===== src/rtl/halflife_pkg.sv =====
// Shared definitions for the half-life decay sequencer and its datapath.
// Holds the controller state encoding and the default bus widths.
// Imported by the RTL and by the bench.
package halflife_pkg;

  typedef enum logic [1:0] {
    IDLE = 2'd0,
    RUN  = 2'd1,
    DONE = 2'd2
  } state_t;

  localparam int DEF_WIDTH    = 8;
  localparam int DEF_PERIOD_W = 8;
  localparam int DEF_HL_W     = 4;

endpackage


===== src/rtl/halflife_prescaler.sv =====
// Down-counter that paces halvings: load sets the count, en counts down to zero.
// Latency: zero flag is registered state, valid the cycle after load.
// Backpressure: none; load has priority over en, and the count parks at zero.
module halflife_prescaler #(
  parameter int PERIOD_W = 8
) (
  input  logic                clk,
  input  logic                rst,
  input  logic                load,
  input  logic [PERIOD_W-1:0] load_val,
  input  logic                en,
  output logic                zero
);

  logic [PERIOD_W-1:0] count;

  // Load wins; otherwise count down while enabled and not yet at zero.
  always_ff @(posedge clk or negedge rst) begin
    if (!rst) begin
      count <= '0;
    end else if (load) begin
      count <= load_val;
    end else if (en && (count != '0)) begin
      count <= count - PERIOD_W'(1);
    end
  end

  assign zero = (count == '0);

endmodule


===== src/rtl/halflife_sequencer.sv =====
// Sequences a decay run: loads a quantity, halves it every period, stops at threshold.
// Latency: start accepted on edge 0, k-th halving lands on edge k*max(period,1).
// Backpressure: start is only honoured in IDLE; abort forces IDLE from any state.
module halflife_sequencer
  import halflife_pkg::*;
#(
  parameter int WIDTH    = DEF_WIDTH,
  parameter int PERIOD_W = DEF_PERIOD_W,
  parameter int HL_W     = DEF_HL_W
) (
  input  logic                clk,
  input  logic                rst,
  input  logic                start,
  input  logic                abort,
  input  logic [WIDTH-1:0]    init_qty,
  input  logic [PERIOD_W-1:0] period,
  input  logic [WIDTH-1:0]    threshold,
  output logic [WIDTH-1:0]    qty,
  output logic [HL_W-1:0]     half_lives,
  output logic                busy,
  output logic                tick,
  output logic                done
);

  state_t              state;
  logic [WIDTH-1:0]    qty_q;
  logic [WIDTH-1:0]    thr_q;
  logic [PERIOD_W-1:0] per_q;
  logic [HL_W-1:0]     hl_q;
  logic                tick_q;

  logic                accept;
  logic                halve;
  logic                pre_zero;
  logic [PERIOD_W-1:0] reload_src;
  logic [PERIOD_W-1:0] reload_val;
  logic [WIDTH-1:0]    half_qty;

  // A period of 0 behaves like 1, so the reload value never underflows.
  assign reload_src = accept ? period : per_q;
  assign reload_val = (reload_src == '0) ? '0 : reload_src - PERIOD_W'(1);

  assign accept   = (state == IDLE) && start && !abort;
  assign halve    = (state == RUN) && pre_zero && !abort;
  assign half_qty = qty_q >> 1;

  halflife_prescaler #(
    .PERIOD_W (PERIOD_W)
  ) u_prescaler (
    .clk      (clk),
    .rst      (rst),
    .load     (accept || halve),
    .load_val (reload_val),
    .en       ((state == RUN) && !abort),
    .zero     (pre_zero)
  );

  // Controller FSM plus the quantity and half-life registers it owns.
  always_ff @(posedge clk or negedge rst) begin
    if (!rst) begin
      state  <= IDLE;
      qty_q  <= '0;
      thr_q  <= '0;
      per_q  <= '0;
      hl_q   <= '0;
      tick_q <= 1'b0;
    end else begin
      tick_q <= 1'b0;
      if (abort) begin
        // Abort freezes qty and half_lives and suppresses any pending halving.
        state <= IDLE;
      end else begin
        case (state)
          IDLE: begin
            if (start) begin
              qty_q <= init_qty;
              thr_q <= threshold;
              per_q <= period;
              hl_q  <= '0;
              state <= (init_qty <= threshold) ? DONE : RUN;
            end
          end
          RUN: begin
            if (pre_zero) begin
              qty_q  <= half_qty;
              hl_q   <= (hl_q == '1) ? hl_q : hl_q + HL_W'(1);
              tick_q <= 1'b1;
              if (half_qty <= thr_q) begin
                state <= DONE;
              end
            end
          end
          DONE: begin
            state <= IDLE;
          end
          default: begin
            state <= IDLE;
          end
        endcase
      end
    end
  end

  assign qty        = qty_q;
  assign half_lives = hl_q;
  assign busy       = (state == RUN);
  assign tick       = tick_q;
  assign done       = (state == DONE);

endmodule


===== config.mk =====
export PLATFORM = sky130hd
export DESIGN_NAME = halflife_sequencer
export DESIGN_NICKNAME = d
export VERILOG_FILES = /design/src/rtl/halflife_pkg.sv /design/src/rtl/halflife_prescaler.sv /design/src/rtl/halflife_sequencer.sv
export SDC_FILE = /design/constraint.sdc
export NUM_CORES = 1
export LEC_CHECK = 0
export CAP_MARGIN = 0
export CORE_ASPECT_RATIO = 1.2
export CORE_MARGIN = 2
export CORE_UTILIZATION = 57
export CTS_CLUSTER_DIAMETER = 50
export DETAILED_ROUTE_END_ITERATION = 10
export HOLD_SLACK_MARGIN = 0.03
export PLACE_DENSITY = 0.9
export SLEW_MARGIN = 20
export SYNTH_ARGS = -nofsm -noshare
export SYNTH_HDL_FRONTEND = slang
export SYNTH_SLANG_ARGS = --single-unit

===== constraint.sdc =====
create_clock -name clk -period 8.35 [get_ports clk]
set_input_delay 1.67 -clock clk [delete_from_list [all_inputs] [get_ports clk]]
set_output_delay 1.67 -clock clk [all_outputs]
set_load 0.03 [all_outputs]

# [Word-level counts from Yosys, hierarchy flattened]
# Cells that the tools add are included.
[word_totals] regBits=39 n_memories=0 in_bits=28 mem_bits_rw=0 output_inout_bits=15 rom_bits=0 latchBits=0 word_cells=60
[op_classes] reduce_logical=18 n_eq_ne=9 n_addsub=3 div=0 order_cmp=2 n_mul=0 n_bitwise=1 mux=20 shift=0
[op_table] op="two-way mux 8 bit" count=6
[op_table] op="zero test 8 bit" count=2
[op_table] op="case mux 8 bit (2 select lines)" count=1
[op_table] op="subtractor 8 x 1 -> 8 bit, second input constant" count=2
[op_table] op="two-way mux 4 bit" count=3
[op_table] op="two-way mux 2 bit" count=5
[op_table] op="less-or-equal comparator 7 x 8 -> 1 bit" count=1
[op_table] op="less-or-equal comparator 8 bit" count=1
[op_table] op="case mux 4 bit (2 select lines)" count=1
[op_table] op="nonzero test 8 bit" count=1
[op_table] op="logical AND 1 bit" count=6
[op_table] op="inequality test 3 x 2 -> 1 bit, second input constant" count=2
[op_table] op="AND reduction 3 bit" count=2
[op_table] op="AND reduction 5 bit" count=1
[op_table] op="adder 4 x 1 -> 4 bit, second input constant" count=1
[op_table] op="== test 4 bit, second input constant" count=1
[op_table] op="inequality test 2 bit, second input constant" count=2
[op_table] op="case mux 2 bit (2 select lines)" count=1
[op_table] op="AND reduction 4 bit" count=1
[op_table] op="nonzero test 2 bit" count=2
[op_table] op="two-way mux 1 bit" count=3
[op_table] op="inequality test 3 bit, second input constant" count=1
[op_table] op="== test 2 x 1 -> 1 bit, second input constant" count=1
[op_table] op="== test 2 bit, second input constant" count=1
[op_table] op="other kinds (5)" count=5

# [Longest topological paths before layout]
# Gate-level depths: netlist of the first run.
[logic_depth] word_depth=7 mapped_depth=12 depth_no_buf=10

# [By module]
# Synthesis of the first run repeated with hierarchy kept, for this count alone.
[hier_totals] hier_cells=276 hier_area_um2=2461.1
[by_module_without_submodules] mod="halflife_sequencer" n_inst=1 seq_area_each_um2=775.7 cells_per_inst=218 area_per_inst_um2=1933.1
[by_module_without_submodules] mod="halflife_prescaler" n_inst=1 seq_area_each_um2=200.2 cells_per_inst=58 area_per_inst_um2=528.0

# [Worst setup path after synthesis of the first run]
# Ideal clock, no wire load.
[synth_path] kind="in2reg" startpoint="in abort" endpoint="reg u_prescaler.count[6]" path_buffers=2 setup_ns=0.077 path_stages=12 t_arrival_ns=3.820 setup_slack_ns=4.453 required_time_ns=8.273 path_cell_list="or4b_1 > buf_2 > clkbuf_1 > nand2_1 > nand2_1 > inv_1 > ha_1 > nor3b_1 > nor3b_1 > xor2_1 > a21oi_1 > a21oi_1"
[synth_between] elab_chain_cells=6 elab_cells_between_ends=12 classes_between="add/sub (1); mux (3); reduce/logical (8)"
[synth_lines] item="from (decl)" line="halflife_sequencer.sv:14" text="input logic abort,"
[synth_lines] item="zero test 1 bit *" line="halflife_sequencer.sv:43, halflife_sequencer.sv:44, halflife_sequencer.sv:54"
[synth_lines] item="logical AND 1 bit" line="halflife_sequencer.sv:43" text="assign accept = (state == IDLE) && start && !abort;"
[synth_lines] item="two-way mux 8 bit" line="halflife_sequencer.sv:40" text="assign reload_src = accept ? period : per_q;"
[synth_lines] item="subtractor 8 x 1 -> 8 bit / zero test 8 bit (equally long branches)" line="halflife_sequencer.sv:41" text="assign reload_val = (reload_src == '0) ? '0 : reload_src - PERIOD_W'(1);"
[synth_lines] item="two-way mux 8 bit" line="halflife_sequencer.sv:41"
[synth_lines] item="two-way mux 8 bit" line="halflife_prescaler.sv:21" text="end else if (load) begin"
[synth_lines] item="to (signal assigned)" line="halflife_prescaler.sv:22" text="count <= load_val;"
[synth_lines] item="to (signal assigned)" line="halflife_prescaler.sv:24" text="count <= count - PERIOD_W'(1);"
[synth_lines] item="to (decl)" line="halflife_prescaler.sv:15" text="logic [PERIOD_W-1:0] count;"
# Every way passes the cells marked *; elsewhere a longest branch is shown, timed or not.
# A chain may end at the register's enable or synchronous reset.

# [Final worst setup path of the first run]
# Ends and elaborated chain as after synthesis.

==> flow_metrics.py, run 1 <==
metrics = {
    "yosys": {
        "synth_simple_gate_area_share_pct": 24.4,
        "syn_nets": 335,
        "yosysWarnings": 0,
        "synth_area_mm2": 0.00247,
        "netlist_instances": 288,
        "synth_edf_count": 0,
        "synthFlopType": "dfrtp_1",
        "async_flop_share_pct": 100,
        "synth_area_per_cell_um2": 8.57,
        "yosysTopAreaCell": "dfrtp_1",
        "ys_seq_area_share_pct": 39.6,
        "synth.area.top_cells": "dfrtp_1, ha_1, nand2_1",
        "synth-adder-area-share_pct": 9.63,
        "ys_types": 48,
        "ys_ff_latch": 39,
        "synthMuxAreaShare_pct": 1.27,
        "yosys.area_share.xor_xnor_pct": 3.90,
        "synth_top_family_by_area": "simple AND/OR/NAND/NOR gates",
        "synth_compound_area_share_pct": 15.9,
        "yosysTopAreaCellShare_pct": 39.6,
    },
    "critical_path": {
        "cp_cell_sequence": "clkdlybuf4s50_1 -> or4b_1 -> nand2_1 -> nand2_1 -> inv_1 -> ha_1 -> nor3b_1 -> nor3b_1 -> xor2_1 -> a21oi_1 -> a21oi_1",
        "cp_max_fo": 20,
        "crit_type": "in -> reg",
        "crit_path_top_delay_cell": "or4b_1",
        "path_delay_family": "simple AND/OR/NAND/NOR gates",
        "cp.required_ns": 8.58,
        "slowest_delay_ns": 0.87,
        "cp-end-kind": "register",
        "worstRegToRegCells": 10,
        "worst-path-stages": 11,
        "crit_arrival_ns": 4.80,
        "worstSetupStartpointType": "input pin",
        "cp.buffers_inverters": 2,
    },
    "detailed_routing": {
        "route.detailed.drc": 0,
        "drt_wl_total_um": 6100,
        "drt_iter0_markers": 168,
        "via_count": 2217,
        "wire_per_inst_um": 15.8,
        "final_antenna_net_count": 0,
        "firstDrtPassIters": 4,
        "vias_per_cell": 5.73,
    },
    "timing": {
        "tightestPinTransition_ns": 0.863,
        "finalClockSkew_ns": 0.00350,
        "max_freq_mhz": 219,
        "period_share_pct": 54.8,
        "slew_viol_final": 0,
        "min_period_ns": 4.57,
        "tns_ns": 0,
        "hold_viol_final": 0,
        "slew_headroom_pct": 42.5,
        "setup_viol_count_final": 0,
        "rsz0062_at_grt": "false",
    },
    "grt": {
        "gr-usage-all-layers_pct": 27.5,
        "grt_pass1_vias": 2204,
        "antenna_found_initial": 0,
        "grt_pass1_wl_um": 10400,
        "grt.overflow.total": 0,
        "grt_start_max_net_pins": 40,
    },
    "die": {
        "placementRows": 26,
        "die_area_mm2": 0.00487,
        "core_mm2": 0.00420,
        "io_pins": 43,
        "start_util_pct": 58.8,
        "fp.dieH_um": 76.1,
        "die_x_um": 64.1,
    },
    "power": {
        "p_leak_nw": 1.39,
        "sequentialPowerShare_pct": 39.2,
        "power_mw": 0.837,
        "p_clk_share_pct": 16.2,
        "switchingPower_mw": 0.364,
        "powerDensity_mw_per_mm2": 277,
        "p_int_mw": 0.473,
        "swShare_pct": 43.5,
        "ir_worst_vdd_uv": 166,
        "pwr-share-comb_pct": 44.6,
    },
    "placed_design": {
        "placed_area_mm2": 0.00293,
        "hpwlAfterDp_um": 4390,
        "port_buffers": 42,
        "gp_congestion": 0.934,
    },
    "clock_network": {
        "post_cts_resized": 0,
        "post-cts-setup-buffers": 0,
        "clock_sinks": 39,
        "numCtsBuffers": 5,
        "hold_buffers": 0,
        "clk_path_buf_depth": 2,
        "root_buffer": "clkbuf_8",
        "path_clk_slew_ns": 0.09,
        "cts_max_level": 2,
        "insertion_delay_ns": 0.30,
        "cts_tree": "built",
    },
    "layout": {
        "fin_nets": 377,
        "area_growth_pct": 22.5,
        "final_area_mm2": 0.00302,
        "antenna_cells": 0,
        "final_cell_mix": "nand2_1, clkdlybuf4s50_1, dfrtp_1",
        "drive_gt1_share_pct": 5.74,
        "layout_commonest_cell": "nand2_1",
    },
    "min_path": {
        "whs_path_depth": 2,
        "hold_class": "reg -> reg",
    },
    "run_status": {
        "outcome": "finished, final reports clean",
    },
    "job": {
        "drv_cap": 0,
    },
}
final cells by class:
class                   instances  area (um^2)
clock buffers                   5         68.8
clock inverters                 3         23.8
fillers                       330         1170
inverters                      23         86.3
multi-input cells             217         1370
flip-flops and latches         39          976
well taps                      56         70.1
repair buffers                 44          430
synth_stat cells, types with 4 or more instances:
cell / number
xor2_1: 7
clkbuf_1: 5
nor3_1: 6
o21ai_0: 20
nor2_1: 24
nand2_1: 58
a31oi_1: 7
ha_1: 19
nand3_1: 7
xnor2_1: 4
a21oi_1: 11
inv_1: 23
dfrtp_1: 39
layer usage:
layer | wire [um] | GRT usage (%) | vias up
met5 | 0 | 0 | -
met4 | 143 | 11.1 | 0
met3 | 358 | 5.02 | 13
met2 | 2960 | 44.5 | 72
met1 | 2640 | 36.0 | 1046
li1 | - | - | 1086
through the flow:
| stage | hold slack [ns] | utilization (%) | setup slack [ns] | cells |
|---|---|---|---|---|
| 2_1_floorplan | 0.445 | - | 4.45 | 288 |
| 3_3_place_gp | 0.472 | 69.8 | 3.83 | 379 |
| 3_5_place_dp | 0.497 | 69.8 | 3.66 | 379 |
| 4_1_cts | 0.515 | 72.0 | 3.80 | 387 |
| 5_1_grt | 0.528 | 72.0 | 3.53 | 387 |
| 6_report | 0.514 | 72.0 | 3.78 | 387 |
worst paths after layout:
kind / from / end / slack, ns
max: abort / u_prescaler.count[6] / 3.78
min: thr_q[7] / thr_q[7] / 0.51
max reg2reg: state[0] / u_prescaler.count[6] / 5.16
min reg2reg: thr_q[7] / thr_q[7] / 0.51
max in group asynchronous: rst / per_q[3] / 6.34
min in group asynchronous: rst / thr_q[1] / 1.47
flip-flops by register name, summed over array words and instances (netlist names):
name               cells
per_q                  8
tick                   1
thr_q                  8
state                  2
qty                    8
u_prescaler.count      8
half_lives             4
worst min-delay path, delay by kind of cell (launching register included):
| family | cells | cell delay, ns |
|---|---|---|
| DFF | 1 | 0.36 |
| and+or+nand+nor | 1 | 0.06 |
| AOI/OAI and AO/OA | 1 | 0.06 |
power by group through the flow:
| stage | sequential [mW] | clock, mW | combinational [mW] |
|---|---|---|---|
| 6_report | 0.328 | 0.136 | 0.373 |
| 3_3_place_gp | 0.325 | 0 | 0.354 |
| 3_5_place_dp | 0.329 | 0 | 0.365 |
| 4_1_cts | 0.327 | 0.136 | 0.372 |
| 5_1_grt | 0.338 | 0.144 | 0.414 |
| 2_1_floorplan | 0.348 | 0 | 0.214 |
kinds of logic (layout without fill, tap and decap cells):
group | count (synthesis) | in the layout
adders and majority gates | 19 | 19
and+or+nand+nor | 125 | 125
DFF | 39 | 39
muxes | 3 | 3
buffers and inverters | 32 | 75
AOI/OAI and AO/OA | 59 | 59
xor gates and xnor gates | 11 | 11
Power figures use the tool's default switching activity.
==> run 2, diff against run 1 <==
--- a/config.mk
+++ b/config.mk
@@ -8,11 +8,11 @@
 export CAP_MARGIN = 0
 export CORE_ASPECT_RATIO = 1.2
 export CORE_MARGIN = 2
-export CORE_UTILIZATION = 57
+export CORE_UTILIZATION = 53
 export CTS_CLUSTER_DIAMETER = 50
 export DETAILED_ROUTE_END_ITERATION = 10
 export HOLD_SLACK_MARGIN = 0.03
-export PLACE_DENSITY = 0.9
+export PLACE_DENSITY = 0.85
 export SLEW_MARGIN = 20
 export SYNTH_ARGS = -nofsm -noshare
 export SYNTH_HDL_FRONTEND = slang
==> constraint.sdc (replaced) <==
create_clock -name clk -period 4.7 [get_ports clk]
set_input_delay 0.94 -clock clk [delete_from_list [all_inputs] [get_ports clk]]
set_output_delay 0.94 -clock clk [all_outputs]
set_load 0.03 [all_outputs]
==> flow_metrics.py, run 2 (same netlist as run 1, synthesis figures left out) <==
metrics = {
    "timing": {
        "hold_viol_final": 0,
        "setup_viol_count_final": 0,
        "tightestPinTransition_ns": 0.853,
        "rsz0062_at_grt": "false",
        "max_freq_mhz": 297,
        "tns_ns": 0,
        "finalClockSkew_ns": 0.00706,
        "min_period_ns": 3.37,
        "slew_viol_final": 0,
        "slew_headroom_pct": 43.1,
        "period_share_pct": 71.7,
    },
    "critical_path": {
        "cp_max_fo": 20,
        "crit_arrival_ns": 3.59,
        "worstSetupStartpointType": "input pin",
        "crit_type": "in -> reg",
        "worstRegToRegCells": 8,
        "cp-end-kind": "register",
        "cp.required_ns": 4.92,
    },
    "grt": {
        "grt_start_max_net_pins": 40,
        "grt_pass1_vias": 2167,
        "grt.overflow.total": 0,
        "gr-usage-all-layers_pct": 24.9,
        "grt_pass1_wl_um": 10100,
        "antenna_found_initial": 0,
    },
    "layout": {
        "antenna_cells": 0,
        "layout_commonest_cell": "nand2_1",
        "fin_nets": 378,
        "fillers": 383,
        "regArea_um2": 976,
        "drive_gt1_share_pct": 5.42,
        "multi_input_area_mm2": 0.00137,
        "area_growth_pct": 22.4,
        "final_util_pct": 66.7,
        "final_cell_mix": "nand2_1, clkdlybuf4s50_1, dfrtp_1",
    },
    "clock_network": {
        "insertion_delay_ns": 0.29,
        "cts_tree": "built",
        "numCtsBuffers": 5,
        "hold_buffers": 0,
        "clk_path_buf_depth": 2,
        "cts_max_level": 2,
        "path_clk_slew_ns": 0.07,
        "root_buffer": "clkbuf_8",
        "post-cts-setup-buffers": 0,
        "clock_sinks": 39,
        "post_cts_resized": 0,
    },
    "detailed_routing": {
        "wire_per_inst_um": 14.9,
        "final_antenna_net_count": 0,
        "firstDrtPassIters": 4,
        "vias_per_cell": 5.62,
        "route.detailed.drc": 0,
        "via_count": 2190,
        "drt_wl_total_um": 5830,
        "drt_iter0_markers": 203,
    },
    "min_path": {
        "hold_class": "reg -> reg",
        "whs_path_depth": 2,
    },
    "run_status": {
        "outcome": "finished, final reports clean",
    },
    "power": {
        "powerDensity_mw_per_mm2": 483,
        "power_mw": 1.46,
        "p_leak_nw": 1.39,
        "ir_worst_vdd_uv": 410,
    },
    "job": {
        "drv_cap": 0,
    },
    "die": {
        "die_area_mm2": 0.00522,
        "fp.dieH_um": 78.7,
        "placementRows": 27,
        "die_x_um": 66.3,
        "start_util_pct": 54.5,
        "io_pins": 43,
        "core_mm2": 0.00453,
    },
    "placed_design": {
        "hpwlAfterDp_um": 4340,
        "port_buffers": 42,
        "gp_congestion": 0.950,
    },
}
[run 2: cell types whose count changed in the layout (fill, tap and decap cells not counted)]
cell | previous run | this run
clkbuf_1 | 0 | 2
clkinvlp_4 | 2 | 0
clkinv_2 | 0 | 1
buf_4 | 2 | 3
inv_6 | 1 | 0
[run 2: stage by stage]
step | cells | setup WS (ns) | cell area (um^2) | hold slack (ns)
2_1_floorplan | 288 | 1.53 | 2470 | 0.445
3_3_place_gp | 382 | 1.17 | 2940 | 0.469
3_5_place_dp | 382 | 1.06 | 2940 | 0.473
4_1_cts | 390 | 1.36 | 3020 | 0.491
5_1_grt | 390 | 1.15 | 3020 | 0.513
6_report | 390 | 1.33 | 3020 | 0.486
[run 2: final timing paths]
check,startpoint,end,slack (ns)
worst max-delay path,abort,u_prescaler.count[6],1.33
worst min-delay path,thr_q[7],thr_q[7],0.49
worst max register to register,u_prescaler.count[0],u_prescaler.count[4],1.98
worst min register to register,thr_q[7],thr_q[7],0.49
max in group asynchronous,rst,thr_q[7],3.41
min in group asynchronous,rst,qty[3],0.74
[run 2: cell type report]
type / count / area share, %
flip-flops and latches: 39 / 32.3
clock inverters: 1 / 0.166
repair buffers: 45 / 14.5
multi-input cells: 217 / 45.2
well taps: 58 / 2.40
inverters: 23 / 2.86
clock buffers: 7 / 2.53
[run 2: worst max-delay path, cell delays in order]
cell,delay (ns)
clkdlybuf4s50_1,0.51
or4b_1,0.50
buf_4,0.22
nand2_1,0.08
nand2_1,0.07
inv_1,0.10
ha_1,0.22
nor3b_1,0.30
nor3b_1,0.27
xor2_1,0.17
a21oi_1,0.08
a21oi_1,0.11
[run 2: routing by layer]
| layer | up-vias | part of all wire [%] | global-route usage (%) |
|---|---|---|---|
| li1 | 1086 | - | - |
| met1 | 1026 | 43 | 32.2 |
| met2 | 69 | 50 | 41.7 |
| met3 | 9 | 5.9 | 5.10 |
| met4 | 0 | 1.4 | 7.76 |
| met5 | - | 0 | 0 |
[run 2: power by group]
group	internal (mW)	leakage, nW	switching (mW)
logic	0.284	0.874	0.377
registers	0.453	0.476	0.127
clock network	0.104	0.0422	0.113
==> run 3, diff against run 2 <==
==> constraint.sdc (replaced) <==
create_clock -name clk -period 3.17 [get_ports clk]
set_input_delay 0.634 -clock clk [delete_from_list [all_inputs] [get_ports clk]]
set_output_delay 0.634 -clock clk [all_outputs]
set_load 0.03 [all_outputs]
==> flow_metrics.py, run 3 (same netlist as run 1, synthesis figures left out) <==
metrics = {
    "run_status": {
        "outcome": "finished, final reports clean",
    },
    "power": {
        "swShare_pct": 42.2,
        "switchingPower_mw": 0.920,
        "p_clk_share_pct": 14.9,
        "p_int_mw": 1.26,
        "ir_worst_vdd_uv": 474,
        "pwr-share-comb_pct": 45.7,
        "powerDensity_mw_per_mm2": 714,
        "p_leak_nw": 1.41,
        "sequentialPowerShare_pct": 39.4,
        "power_mw": 2.18,
    },
    "clock_network": {
        "root_buffer": "clkbuf_8",
        "path_clk_slew_ns": 0.08,
        "post-cts-setup-buffers": 0,
        "cts_max_level": 2,
        "cts_tree": "built",
        "hold_buffers": 0,
        "numCtsBuffers": 5,
        "post_cts_resized": 0,
        "clk_path_buf_depth": 2,
        "clock_sinks": 39,
        "insertion_delay_ns": 0.29,
    },
    "die": {
        "die_x_um": 66.3,
        "die_area_mm2": 0.00522,
        "io_pins": 43,
        "core_mm2": 0.00453,
        "start_util_pct": 54.5,
        "placementRows": 27,
        "fp.dieH_um": 78.7,
    },
    "detailed_routing": {
        "via_count": 2233,
        "drt_iter0_markers": 203,
        "drt_wl_total_um": 5900,
        "final_antenna_net_count": 0,
        "vias_per_cell": 5.67,
        "firstDrtPassIters": 5,
        "wire_per_inst_um": 15.0,
        "route.detailed.drc": 0,
    },
    "timing": {
        "hold_viol_final": 0,
        "min_period_ns": 2.84,
        "tns_ns": 0,
        "rsz0062_at_grt": "false",
        "setup_viol_count_final": 0,
        "period_share_pct": 89.6,
        "max_freq_mhz": 352,
        "slew_headroom_pct": 43.2,
        "tightestPinTransition_ns": 0.852,
        "finalClockSkew_ns": 0.0119,
        "slew_viol_final": 0,
    },
    "grt": {
        "antenna_found_initial": 0,
        "grt.overflow.total": 0,
        "grt_start_max_net_pins": 40,
        "grt_pass1_vias": 2124,
        "gr-usage-all-layers_pct": 24.6,
        "grt_pass1_wl_um": 9890,
    },
    "critical_path": {
        "cp.required_ns": 3.39,
        "crit_arrival_ns": 3.07,
        "slowest_delay_ns": 0.50,
        "crit_type": "in -> reg",
        "cp_max_fo": 3,
        "worstSetupStartpointType": "input pin",
        "crit_path_top_delay_cell": "or4b_1",
        "path_delay_family": "simple AND/OR/NAND/NOR gates",
        "cp.buffers_inverters": 2,
        "cp_cell_sequence": "clkdlybuf4s50_1 -> or4b_1 -> nand2_1 -> nand2_1 -> inv_1 -> ha_1 -> nor3b_1 -> nor3b_1 -> xor2_1 -> a21oi_1 -> a21oi_1",
        "cp-end-kind": "register",
    },
    "layout": {
        "final_util_pct": 67.4,
        "fin_nets": 382,
        "area_growth_pct": 23.6,
        "drive_gt1_share_pct": 6.55,
        "stdcell_count": 394,
        "layout_commonest_cell": "nand2_1",
        "final_cell_mix": "nand2_1, clkdlybuf4s50_1, dfrtp_1",
        "antenna_cells": 0,
    },
    "job": {
        "drv_cap": 0,
    },
    "placed_design": {
        "port_buffers": 42,
        "gp_congestion": 0.913,
        "hpwlAfterDp_um": 4340,
        "dp_cells": 386,
    },
    "min_path": {
        "hold_class": "in -> async",
    },
}
==> run 3: changes by cell type in the layout (fill, tap and decap cells not counted), sizes merged <==
| cell | change |
|---|---|
| buf | +4 |
==> run 3: routing by layer <==
layer	global-route usage (%)	vias to the layer above	routed length (um)
li1	-	1095	-
met1	32.7	1047	2590
met2	40.7	85	2900
met3	4.96	6	341
met4	6.33	0	66
met5	0	-	0
==> run 3: layout make-up <==
class	instances	area, um^2
Fill cell	388	1480
Multi-Input combinational cell	217	1370
Sequential cell	39	976
Timing Repair Buffer	49	468
Inverter	23	86.3
Clock buffer	7	76.3
Tap cell	58	72.6
Clock inverter	1	5.00
==> run 3: final timing paths <==
path	startpoint	endpoint	slack (ns)	depth (start not counted)
worst max-delay path	start	u_prescaler.count[6]	0.33	11
worst min-delay path	rst	thr_q[2]	0.44	1
worst max register to register	state[0]	u_prescaler.count[6]	0.61	10
worst min register to register	thr_q[7]	thr_q[7]	0.49	2
max in group asynchronous	rst	qty[5]	2.18	1
min in group clk	thr_q[7]	thr_q[7]	0.49	2
==> run 3: stage by stage <==
stage / instance area (um^2) / hold slack (ns) / worst slack [ns]
6_report: 3050 / 0.436 / 0.328
5_1_grt: 3050 / 0.527 / 0.0975
4_1_cts: 3050 / 0.480 / 0.328
2_1_floorplan: 2470 / 0.338 / 0.309
3_5_place_dp: 2970 / 0.473 / 0.0873
3_3_place_gp: 2970 / 0.464 / 0.154
==> run 3: power by group through the flow <==
stage	registers, mW	logic, mW	clock network (mW)
finish	0.859	0.996	0.324
global route	0.881	1.11	0.353
CTS	0.856	0.994	0.329
detailed placement	0.864	0.977	0
global placement	0.856	0.952	0
floorplan	0.915	0.563	0
